File: config.mk
export PLATFORM = sky130hd
export DESIGN_NAME = uart_rx_ctrl_flat
export DESIGN_NICKNAME = d
export VERILOG_FILES = /design/src/rtl/uart_rx_ctrl_if.sv /design/src/rtl/uart_rx_ctrl.sv /design/src/flat_wrapper.sv
export SDC_FILE = /design/constraint.sdc
export NUM_CORES = 1
export LEC_CHECK = 0
export BUFFER_PORTS_ARGS = -buffer_cell sky130_fd_sc_hd__buf_4
export CAP_MARGIN = 40
export CORE_AREA = 2 2 160 162
export DETAILED_ROUTE_END_ITERATION = 12
export DIE_AREA = 0 0 162 164
export GPL_ROUTABILITY_DRIVEN = 1
export HOLD_SLACK_MARGIN = 0.06
export PLACE_DENSITY = 0.55
export SLEW_MARGIN = 25
export SYNTH_ARGS = -nofsm -noshare
export SYNTH_HDL_FRONTEND = slang
export SYNTH_SLANG_ARGS = --single-unit
File: constraint.sdc
create_clock -name clk -period 3 [get_ports clk]
set_input_delay 0.6 -clock clk [delete_from_list [all_inputs] [get_ports clk]]
set_output_delay 0.6 -clock clk [all_outputs]
set_load 0.01 [all_outputs]
File: src/rtl/uart_rx_ctrl_if.sv
// Peripheral register bus between the core (master) and uart_rx_ctrl (slave).
// bus_wr / bus_rd are single-cycle strobes; bus_rdata is registered and valid the cycle after bus_rd.
interface uart_rx_ctrl_if;
  logic [1:0] bus_addr;
  logic       bus_wr;
  logic       bus_rd;
  logic [7:0] bus_wdata;
  logic [7:0] bus_rdata;

  modport master (
    output bus_addr,
    output bus_wr,
    output bus_rd,
    output bus_wdata,
    input  bus_rdata
  );

  modport slave (
    input  bus_addr,
    input  bus_wr,
    input  bus_rd,
    input  bus_wdata,
    output bus_rdata
  );
endinterface

File: src/rtl/uart_rx_ctrl.sv
// UART receiver control/buffer front-end: CTRL/STATUS/DATA/CLEAR registers, frame FIFO, irq.
// Optional receive-timeout flag is built only when UART_RX_TIMEOUT_EN is defined.
module uart_rx_ctrl #(
  parameter int DEPTH   = 16,
  parameter int TIMEOUT = 256
) (
  input  logic       clk,
  input  logic       rst,
  input  logic [7:0] rx_dat,
  input  logic       rx_int,
  input  logic       rx_err,
  output logic       rx_en,
  output logic       rx_chk_en,
  uart_rx_ctrl_if.slave bus,
  output logic       irq
);

  localparam int AW = $clog2(DEPTH);
  localparam int CW = AW + 1;

  localparam logic [1:0] ADDR_DATA   = 2'd0;
  localparam logic [1:0] ADDR_STATUS = 2'd1;
  localparam logic [1:0] ADDR_CTRL   = 2'd2;
  localparam logic [1:0] ADDR_CLEAR  = 2'd3;

  if (DEPTH < 2 || DEPTH > 16 || (DEPTH & (DEPTH - 1)) != 0 || TIMEOUT < 1) begin : g_param_check
    $error("uart_rx_ctrl: DEPTH must be a power of two in 2..16 and TIMEOUT >= 1");
  end

  logic [8:0]    mem [DEPTH];
  logic [AW-1:0] wr_ptr;
  logic [AW-1:0] rd_ptr;
  logic [CW-1:0] count;
  logic [7:0]    ctrl;
  logic [7:0]    rdata_q;
  logic          rx_int_q;
  logic          ovr;
  logic          perr;
  logic          to_flag;
  logic          to_set;
  logic          irq_q;

  logic          push;
  logic          pop;
  logic          push_ok;
  logic          full;
  logic          empty;
  logic          ctrl_wr;
  logic          clr_wr;
  logic          thr_hit;
  logic [8:0]    head;
  logic [7:0]    status;

  assign full    = (count == CW'(DEPTH));
  assign empty   = (count == '0);
  assign head    = mem[rd_ptr];
  // Edge detect gives one push per frame no matter how long rx_int is held.
  assign push    = rx_int & ~rx_int_q;
  assign push_ok = push & ~full;
  assign pop     = bus.bus_rd & (bus.bus_addr == ADDR_DATA) & ~empty;
  assign ctrl_wr = bus.bus_wr & (bus.bus_addr == ADDR_CTRL);
  assign clr_wr  = bus.bus_wr & (bus.bus_addr == ADDR_CLEAR);
  assign thr_hit = (8'(count) > {4'h0, ctrl[7:4]});

  always_comb begin
    status    = 8'h00;
    status[0] = ~empty;
    status[1] = full;
    status[2] = ovr;
    status[3] = perr;
    status[4] = empty ? 1'b0 : head[8];
    status[5] = to_flag;
  end

  always_ff @(posedge clk) begin
    if (push_ok) mem[wr_ptr] <= {rx_err, rx_dat};
  end

  always_ff @(posedge clk or posedge rst) begin
    if (rst) begin
      wr_ptr   <= '0;
      rd_ptr   <= '0;
      count    <= '0;
      ctrl     <= 8'h00;
      rdata_q  <= 8'h00;
      rx_int_q <= 1'b0;
      ovr      <= 1'b0;
      perr     <= 1'b0;
      irq_q    <= 1'b0;
    end else begin
      rx_int_q <= rx_int;
      if (push_ok) wr_ptr <= wr_ptr + AW'(1);
      if (pop)     rd_ptr <= rd_ptr + AW'(1);
      case ({push_ok, pop})
        2'b10:   count <= count + CW'(1);
        2'b01:   count <= count - CW'(1);
        default: count <= count;
      endcase
      // Set events take priority over a write-1-to-clear in the same cycle.
      ovr  <= (push & full)   | (ovr  & ~(clr_wr & bus.bus_wdata[2]));
      perr <= (push & rx_err) | (perr & ~(clr_wr & bus.bus_wdata[3]));
      if (ctrl_wr) ctrl <= bus.bus_wdata;
      if (bus.bus_rd) begin
        case (bus.bus_addr)
          ADDR_DATA:   rdata_q <= empty ? 8'h00 : head[7:0];
          ADDR_STATUS: rdata_q <= status;
          ADDR_CTRL:   rdata_q <= ctrl;
          default:     rdata_q <= 8'h00;
        endcase
      end
      irq_q <= (ctrl[2] & thr_hit) | (ctrl[3] & (ovr | perr | to_flag));
    end
  end

`ifdef UART_RX_TIMEOUT_EN
  localparam int TW = $clog2(TIMEOUT) + 1;
  logic [TW-1:0] idle;

  // Fires on the single cycle the idle count steps onto TIMEOUT.
  assign to_set = ~push & ~pop & ~empty & (idle == TW'(TIMEOUT - 1));

  always_ff @(posedge clk or posedge rst) begin
    if (rst) begin
      idle    <= '0;
      to_flag <= 1'b0;
    end else begin
      if (push | pop | empty)      idle <= '0;
      else if (idle != TW'(TIMEOUT)) idle <= idle + TW'(1);
      to_flag <= to_set | (to_flag & ~(clr_wr & bus.bus_wdata[5]));
    end
  end
`else
  assign to_set  = 1'b0;
  assign to_flag = 1'b0;
`endif

  assign rx_en         = ctrl[0];
  assign rx_chk_en     = ctrl[1];
  assign bus.bus_rdata = rdata_q;
  assign irq           = irq_q;

endmodule

File: src/flat_wrapper.sv
// flat-port wrapper written by rule: the top's interface ports become plain ports
module uart_rx_ctrl_flat 
#(
  parameter int DEPTH   = 16,
  parameter int TIMEOUT = 256
)
  (clk, rst, rx_dat, rx_int, rx_err, rx_en, rx_chk_en, irq, bus_bus_addr, bus_bus_wr, bus_bus_rd, bus_bus_wdata, bus_bus_rdata);
  uart_rx_ctrl_if bus_i ();
  input  logic clk;
  input  logic rst;
  input  logic [7:0] rx_dat;
  input  logic rx_int;
  input  logic rx_err;
  output logic rx_en;
  output logic rx_chk_en;
  output logic irq;
  input wire logic [$bits(bus_i.bus_addr)-1:0] bus_bus_addr;
  input wire logic [$bits(bus_i.bus_wr)-1:0] bus_bus_wr;
  input wire logic [$bits(bus_i.bus_rd)-1:0] bus_bus_rd;
  input wire logic [$bits(bus_i.bus_wdata)-1:0] bus_bus_wdata;
  output wire logic [$bits(bus_i.bus_rdata)-1:0] bus_bus_rdata;
  assign bus_i.bus_addr = bus_bus_addr;
  assign bus_i.bus_wr = bus_bus_wr;
  assign bus_i.bus_rd = bus_bus_rd;
  assign bus_i.bus_wdata = bus_bus_wdata;
  assign bus_bus_rdata = bus_i.bus_rdata;
  uart_rx_ctrl #(.DEPTH(DEPTH), .TIMEOUT(TIMEOUT)) u_core (.clk(clk), .rst(rst), .rx_dat(rx_dat), .rx_int(rx_int), .rx_err(rx_err), .rx_en(rx_en), .rx_chk_en(rx_chk_en), .bus(bus_i), .irq(irq));
endmodule
==> results of run 1 <==
[how the worst max path moves through the flow]
| stage | endpoint | slack, ns | depth (start not counted) |
|---|---|---|---|
| finish | u_core.count[4] | 0.24 | 13 |
| global route | u_core.count[4] | 0.03 | 13 |
| CTS | u_core.count[4] | 0.17 | 13 |
| detailed placement | u_core.count[4] | 0.19 | 13 |
| global placement | u_core.count[4] | 0.37 | 13 |
| floorplan | u_core.count[4] | 0.28 | 15 |
[registers in the layout, summed over array words and instances, names as in the netlist]
name and flops:
u_core.mem 144, u_core.bus.bus_rdata 8, u_core.ctrl 8, u_core.count 5, u_core.rd_ptr 4, u_core.wr_ptr 4
u_core.irq 1, u_core.ovr 1, u_core.perr 1, u_core.rx_int_q 1
[per-stage QoR]
step / std cells / setup WS, ns / hold WS [ns] / area [um2]
final: 814 / 0.2382 / 0.2599 / 8711
after global routing: 814 / 0.02623 / 0.2760 / 8711
after CTS: 813 / 0.1740 / 0.2739 / 8687
after detailed placement: 781 / 0.1938 / 0.4964 / 8120
after global placement: 781 / 0.3651 / 0.5040 / 8120
after floorplan: 402 / 0.2817 / 0.4639 / 7306
[layer usage]
metal | GRT usage (%) | wire, um | vias to the layer above
met4 | 3.862 | 278 | 0
met1 | 15.25 | 6521 | 1929
met3 | 2.980 | 842 | 19
met2 | 20.44 | 7519 | 100
li1 | - | - | 1718
met5 | 0 | 0 | -
[kinds of logic after synthesis]
logic type	after synthesis	share of synthesized area [%]
AND/OR/NAND/NOR	77	4.675
flip-flops	177	70.49
XOR/XNOR	12	1.439
AO/OA/AOI/OAI	38	3.031
multiplexers	55	15.89
adder cells (fa/ha/maj)	13	2.226
buffers and inverters	30	2.244
[critical path, delay by kind of cell, from the launching register on]
| kind | cells | cell delay (ns) |
|---|---|---|
| flip-flops | 1 | 0.50 |
| AND/OR/NAND/NOR | 5 | 0.79 |
| buffers and inverters | 1 | 0.07 |
| XOR/XNOR | 2 | 0.33 |
| adder cells (fa/ha/maj) | 2 | 0.52 |
| AO/OA/AOI/OAI | 3 | 0.45 |
[layout make-up]
| type | instances | area (um2) |
|---|---|---|
| timing repair buffer | 69 | 538.0 |
| clock inverter | 15 | 141.4 |
| sequential | 177 | 5151 |
| inverter | 11 | 41.29 |
| multi-input combinational | 195 | 2001 |
| tap | 330 | 412.9 |
| fill | 2358 | 16110 |
| clock buffer | 17 | 425.4 |
[power groups by stage]
stage	logic, mW	clock network [mW]	registers, mW
after floorplan	1.47	0	3.07
after global placement	1.80	0	3.26
after detailed placement	1.84	0	3.28
after CTS	1.85	2.18	3.23
after global routing	2.07	2.27	3.23
final	1.88	2.13	3.19
[layout by cell type, fill, tap and decap left out, types with 2 or more instances in the layout]
| cell | instances |
|---|---|
| ha_1 | 13 |
| a211oi_1 | 3 |
| nand2b_1 | 4 |
| nand4_1 | 5 |
| clkinv_2 | 2 |
| a22oi_1 | 3 |
| nor2b_1 | 5 |
| mux4_2 | 27 |
| buf_4 | 67 |
| a21oi_1 | 7 |
| mux4_1 | 16 |
| clkbuf_16 | 17 |
| nor2_1 | 17 |
| o21ai_0 | 17 |
| dfrtp_1 | 32 |
| xnor2_1 | 6 |
| inv_1 | 11 |
| mux2_2 | 10 |
| nand2_1 | 40 |
| xor2_1 | 6 |
| o21a_1 | 3 |
| inv_6 | 9 |
| mux2i_1 | 2 |
| nor3_1 | 4 |
| edfxtp_1 | 144 |
| o21ai_1 | 2 |
==> metrics.cfg, run 1 <==
[critical_path]
r2r_start = u_core.count[1]
slowest_stage = dfrtp_1
arrival_ns = 3.08
path_cells = nor4_4 > nand2b_1 > nand3b_1 > nor2_1 > ha_1 > xor2_1 > ha_1 > inv_1 > o21ai_0 > a21oi_1 > a21oi_1 > nor2_1 > xor2_1
cp-end-kind = flip-flop
cp_max_fo = 9
cp-start-kind = flip-flop
slowest_delay_ns = 0.50
critical_path_class = reg -> reg
crit_path_start = u_core.count[1]
required_ns = 3.31
reg2reg_depth = 13
r2r-end = u_core.count[4]
regToRegSetupSlack_ns = 0.24

[clock_network]
numCtsBuffers = 17
cts_buffer_depth = 2
cts_hold_buf = 0
cts_max_level = 4
clk_pin_slew_ns = 0.07
clk_latency_ns = 0.43
cts_sinks = 177
post_cts.repair.setup_buffers = 0
post_cts_resized = 0
cts-root-buf = clkbuf_16
cts_tree = done

[placed_design]
gp_congestion = 0.8090
port_buffers = 34
hpwlAfterDp_mm = 10.41

[pwr]
ir_worst_vdd_mv = 0.3075
finalPower_mw = 7.204
internal_power_mw = 5.070
p_per_area_mw_per_mm2 = 827.0
clockPowerShare_pct = 29.6
power_switching_mw = 2.134
p_leak_nw = 3.100
combinationalPowerShare_pct = 26.1
seq_power_share_pct = 44.3
swShare_pct = 29.62

[global_routing]
antenna_found_initial = 0
gr-total-overflow = 0
grt_max_degree = 27
track_usage_pct = 12.05
grt_pass1_wl_mm = 23.39
grt_pass1_vias = 3944

[logic_synthesis]
syn_nets = 439
synth_area_leaders = edfxtp_1 (59%), dfrtp_1 (11%), mux4_2 (8.3%)
syn_avg_cell_area_um2 = 18.17
synthArstFlopShare_pct = 18.64
synth-edff-count = 144
synth_ff_type = edfxtp_1
yosysMostFrequentCell = edfxtp_1
yosysWarnings = 0
yosys.area.top_type = edfxtp_1
synth_cell_type_count = 33
synth-seq-cells = 177
yosysSeqAreaShare_pct = 70.49
yosysTopAreaCellShare_pct = 59.19
syn_inst = 402
netlist_area_mm2 = 0.007306
ys_top_cells_by_count = edfxtp_1 (144), nand2_1 (40), dfrtp_1 (33)

[die]
initial_utilization_pct = 29.44
core.rowCount = 58
die_h_um = 164
core-area_mm2 = 0.02482
dieWidth_um = 162
io_pins = 35
die-area_mm2 = 0.02657

[drt]
dr_total_vias = 3766
firstDrtPassIters = 4
antenna_left = 0
viasPerCell = 4.627
drc_errors = 0
wirelength_mm = 15.16
drtIter0Drc = 300
avgRoutedWirePerCell_um = 18.63

[sta]
period_share_pct = 92.06
rsz0062_at_grt = false
relSlewSlack_pct = 52.55
worst_pin_slew_ns = 0.7064
hold_viol_final = 0
max_freq_mhz = 362.1
timing.setup.tns_ns = 0
finalClockSkew_ns = 0.009479
finalSetupViolations = 0
finalMaxSlewViolations = 0
fin_crit_ns = 2.762

[run]
cap_violations = 0

[cells_and_area]
n_antenna_cell = 0
nets = 508
final_core_util_pct = 35.10
drive_gt1_share_pct = 28.72
area_growth_pct = 19.23

[outcome]
status = complete, no violations

[hold_path]
min_path_type = in -> async

Power figures use the tool's default switching activity.
==> run 2, diff against run 1 <==
--- a/config.mk
+++ b/config.mk
@@ -8,6 +8,7 @@
 export BUFFER_PORTS_ARGS = -buffer_cell sky130_fd_sc_hd__buf_4
 export CAP_MARGIN = 40
 export CORE_AREA = 2 2 160 162
+export CTS_CLUSTER_DIAMETER = 120
 export DETAILED_ROUTE_END_ITERATION = 12
 export DIE_AREA = 0 0 162 164
 export GPL_ROUTABILITY_DRIVEN = 1
==> constraint.sdc (replaced) <==
create_clock -name clk -period 3.15 [get_ports clk]
set_input_delay 0.63 -clock clk [delete_from_list [all_inputs] [get_ports clk]]
set_output_delay 0.63 -clock clk [all_outputs]
set_load 0.01 [all_outputs]
==> metrics.cfg, run 2 (synthesized netlist as in run 1, its figures left out) <==
[clock_network]
cts_hold_buf = 0
post_cts_resized = 0
clk_latency_ns = 0.42
cts_max_level = 4
post_cts.repair.setup_buffers = 0
cts_buffer_depth = 2
cts-root-buf = clkbuf_16
cts_tree = done
numCtsBuffers = 17
cts_sinks = 177
clk_pin_slew_ns = 0.07

[cells_and_area]
regMostFlops = u_core.mem
largest_register_ffs = 144
n_antenna_cell = 0
nets = 508
final_common_cell = edfxtp_1
final_cell_mix = edfxtp_1 (144), buf_4 (66), nand2_1 (40)
multi_input_area_mm2 = 0.001992
drive_gt1_share_pct = 28.16
final_cells = 813
final-seq-area_mm2 = 0.005151
fill_cells = 2374
area_growth_pct = 18.79

[sta]
rsz0062_at_grt = false
period_share_pct = 87.05
relSlewSlack_pct = 55.67
finalMaxSlewViolations = 0
finalSetupViolations = 0
fin_crit_ns = 2.742
hold_viol_final = 0
finalClockSkew_ns = 0.009354
worst_pin_slew_ns = 0.6650
timing.setup.tns_ns = 0
max_freq_mhz = 364.7
finalWorstSetupSlack_ns = 0.4079

[drt]
drc_errors = 0
firstDrtPassIters = 5
wirelength_mm = 15.17
dr_total_vias = 3768
drtIter0Drc = 232
antenna_left = 0
avgRoutedWirePerCell_um = 18.66
viasPerCell = 4.635

[global_routing]
gr-total-overflow = 0
met3_usage_pct = 3.510
grt_pass1_vias = 3857
antenna_found_initial = 0
grt_busiest_layer = met2
track_usage_pct = 12.07
met1_usage_pct = 15.51
grt_use_met2_pct = 20.19
grt_pass1_wl_mm = 23.21
grt_max_degree = 27

[critical_path]
cp-end-kind = flip-flop
r2r-end = u_core.count[4]
regToRegSetupSlack_ns = 0.41
crit_path_start = u_core.count[1]
cp_max_fo = 9
cp-start-kind = flip-flop
reg2reg_depth = 13
critical_path_class = reg -> reg
crit_end = u_core.count[4]
required_ns = 3.46
arrival_ns = 3.05
r2r_start = u_core.count[1]

[pwr]
p_leak_nw = 3.082
ir_worst_vdd_mv = 0.3698
p_per_area_mw_per_mm2 = 773.4

[die]
initial_utilization_pct = 29.44
core-area_mm2 = 0.02482
die-area_mm2 = 0.02657
core.rowCount = 58
die_h_um = 164
io_pins = 35
dieWidth_um = 162

[placed_design]
port_buffers = 34
pre_cts_slack_ns = 0.4669
hpwlAfterDp_mm = 10.50
gp_congestion = 0.8147
numPlacedInstances = 782

[hold_path]
min_path_type = in -> async

[run]
cap_violations = 0

[outcome]
status = complete, no violations

run 2: cell types whose count changed in the layout (fill, tap and decap cells not counted), sizes merged:
cell | previous run | this run
clkinv | 3 | 8
inv | 21 | 16
bufinv | 1 | 0
run 2: worst min-delay path by stage:
stage	slack [ns]	startpoint	cells after the start	endpoint
2_1_floorplan	0.46	u_core.ovr	2	u_core.ovr
3_3_place_gp	0.50	u_core.bus.bus_rdata[2]	2	u_core.bus.bus_rdata[2]
3_5_place_dp	0.51	u_core.perr	2	u_core.perr
4_1_cts	0.13	rst	2	u_core.count[2]
5_1_grt	0.14	rst	2	u_core.count[2]
6_report	0.13	rst	2	u_core.count[2]
run 2: final cells by class:
class	count	share of cell area, %
clock buffer	17	4.902
tap	330	4.758
multi-input combinational	195	22.95
clock inverter	14	1.211
sequential	177	59.36
timing repair buffer	69	6.344
inverter	11	0.4758
run 2: critical path, stage by stage, from the launching register on:
cell and delay [ns]:
dfrtp_1 0.48, nor4_2 0.46, nand2b_1 0.10, nand3b_1 0.15
nor2_1 0.08, ha_1 0.29, xor2_1 0.20, ha_1 0.22
inv_1 0.05, o21ai_0 0.15, a21oi_1 0.09, a21oi_1 0.14
nor2_1 0.07, xor2_1 0.14
run 2: per-layer routing:
| metal | up-vias | routed length, um |
|---|---|---|
| li1 | 1714 | - |
| met1 | 1961 | 6735 |
| met2 | 81 | 7567 |
| met3 | 12 | 718 |
| met4 | 0 | 148 |
| met5 | - | 0 |
run 2: power by group:
group / internal [mW] / switching [mW]
Combinational: 0.946 / 0.813
Clock: 1.01 / 0.890
Sequential: 2.77 / 0.282
run 2: stage by stage:
stage | power, mW | area, um2 | util (%) | hold WS, ns
global placement | 4.837 | 8133 | 32.77 | 0.5048
floorplan | 4.323 | 7306 | - | 0.4639
CTS | 6.799 | 8678 | 34.97 | 0.1314
detailed placement | 4.897 | 8148 | 32.83 | 0.5059
global route | 7.057 | 8678 | 34.97 | 0.1372
finish | 6.712 | 8678 | 34.97 | 0.1306
==> run 3, diff against run 2 <==
--- a/config.mk
+++ b/config.mk
@@ -5,7 +5,7 @@
 export SDC_FILE = /design/constraint.sdc
 export NUM_CORES = 1
 export LEC_CHECK = 0
-export BUFFER_PORTS_ARGS = -buffer_cell sky130_fd_sc_hd__buf_4
+export BUFFER_PORTS_ARGS = -buffer_cell sky130_fd_sc_hd__buf_2
 export CAP_MARGIN = 40
 export CORE_AREA = 2 2 160 162
 export CTS_CLUSTER_DIAMETER = 120
==> metrics.cfg, run 3 (synthesized netlist as in run 1, its figures left out) <==
[outcome]
status = complete, no violations

[placed_design]
hpwlAfterDp_mm = 10.26
placed_area_mm2 = 0.008020
port_buffers = 34
pre_cts_slack_ns = 0.4392
gp_congestion = 0.8428

[global_routing]
grt_pass1_vias = 3814
gr-total-overflow = 0
grt_max_degree = 28
track_usage_pct = 12.18
grt_pass1_wl_mm = 23.30
antenna_found_initial = 0

[critical_path]
required_ns = 3.46
path_depth = 13
critical_path_class = reg -> reg
r2r_start = u_core.count[1]
slowest_delay_ns = 0.49
path_cells = nor4_2 > nand2b_1 > nand3b_1 > nor2_1 > ha_1 > xor2_1 > ha_1 > inv_1 > o21ai_0 > a21oi_1 > a21oi_1 > nor2_1 > xor2_1
slowest_stage = dfrtp_1
cp-end-kind = flip-flop
cp_max_fo = 9
cp_top_family = simple AND/OR/NAND/NOR gates
crit_path_start = u_core.count[1]
reg2reg_depth = 13
worst-path-buf-inv = 1
arrival_ns = 3.04
regToRegSetupSlack_ns = 0.42
cp-start-kind = flip-flop

[sta]
period_share_pct = 86.75
fin_crit_ns = 2.733
timing.setup.tns_ns = 0
rsz0062_at_grt = false
relSlewSlack_pct = 56.39
max_freq_mhz = 366.0
finalSetupViolations = 0
finalWorstSetupSlack_ns = 0.4174
finalClockSkew_ns = 0.009149
finalMaxSlewViolations = 0
worst_pin_slew_ns = 0.6541
hold_viol_final = 0

[cells_and_area]
regMostFlops = u_core.mem
final_common_cell = edfxtp_1
drive_gt1_share_pct = 28.48
final_core_util_pct = 34.62
nets = 505
final_area_mm2 = 0.008593
area_growth_pct = 17.62
n_antenna_cell = 0
final_cell_mix = edfxtp_1 (144), nand2_1 (40), buf_2 (34)
largest_register_ffs = 144

[clock_network]
post_cts.repair.setup_buffers = 0
cts-root-buf = clkbuf_16
cts_hold_buf = 0
clk_latency_ns = 0.42
cts_tree = done
numCtsBuffers = 17
cts_max_level = 4
post_cts_resized = 0
cts_sinks = 177
clk_pin_slew_ns = 0.07
cts_buffer_depth = 2

[die]
die_h_um = 164
io_pins = 35
die-area_mm2 = 0.02657
dieWidth_um = 162
core-area_mm2 = 0.02482
initial_utilization_pct = 29.44
core.rowCount = 58

[hold_path]
min_path_type = in -> async

[pwr]
p_per_area_mw_per_mm2 = 793.0
ir_worst_vdd_mv = 0.4226
finalPower_mw = 6.814
p_leak_nw = 3.054

[drt]
wirelength_mm = 15.16
dr_total_vias = 3731
antenna_left = 0
drc_errors = 0
viasPerCell = 4.600
drtIter0Drc = 328
firstDrtPassIters = 4
avgRoutedWirePerCell_um = 18.69

[run]
cap_violations = 0

-- run 3: changes by cell type in the layout (fill, tap and decap cells not counted), sizes merged --
| cell | previous run | this run |
|---|---|---|
| clkinv | 8 | 5 |
| bufinv | 0 | 1 |
| buf | 69 | 66 |
| inv | 16 | 19 |
-- run 3: stage by stage --
| stage | hold slack (ns) | std cells |
|---|---|---|
| after floorplan | 0.4639 | 402 |
| after global placement | 0.5000 | 779 |
| after detailed placement | 0.4966 | 779 |
| after CTS | 0.2822 | 811 |
| after global routing | 0.3022 | 811 |
| final | 0.2697 | 811 |
-- run 3: per-layer routing --
metal | share of wire, % | global-route usage, % | vias to the layer above
li1 | - | - | 1711
met1 | 46 | 16.41 | 1917
met2 | 48 | 19.17 | 92
met3 | 5.0 | 3.788 | 11
met4 | 0.79 | 3.298 | 0
met5 | 0 | 0 | -
-- run 3: path summary, 6_finish.rpt --
check / to
worst max-delay path: u_core.count[4]
min in group clk: u_core.rx_int_q
max in group asynchronous: u_core.ctrl[4]
worst min register to register: u_core.bus.bus_rdata[2]
worst max register to register: u_core.count[4]
worst min-delay path: u_core.rx_int_q
-- run 3: report_power, final --
part / switching [mW] / internal, mW
combinational: 0.821 / 0.906
clock: 0.931 / 1.11
sequential: 0.276 / 2.77
total: 2.03 / 4.79
-- run 3: layout make-up --
class / instances / area, um2
Clock buffer: 17 / 425.4
Inverter: 11 / 41.29
Sequential cell: 177 / 5151
Fill cell: 2358 / 16230
Timing Repair Buffer: 66 / 422.9
Multi-Input combinational cell: 195 / 1992
Tap cell: 330 / 412.9
Clock inverter: 15 / 147.6
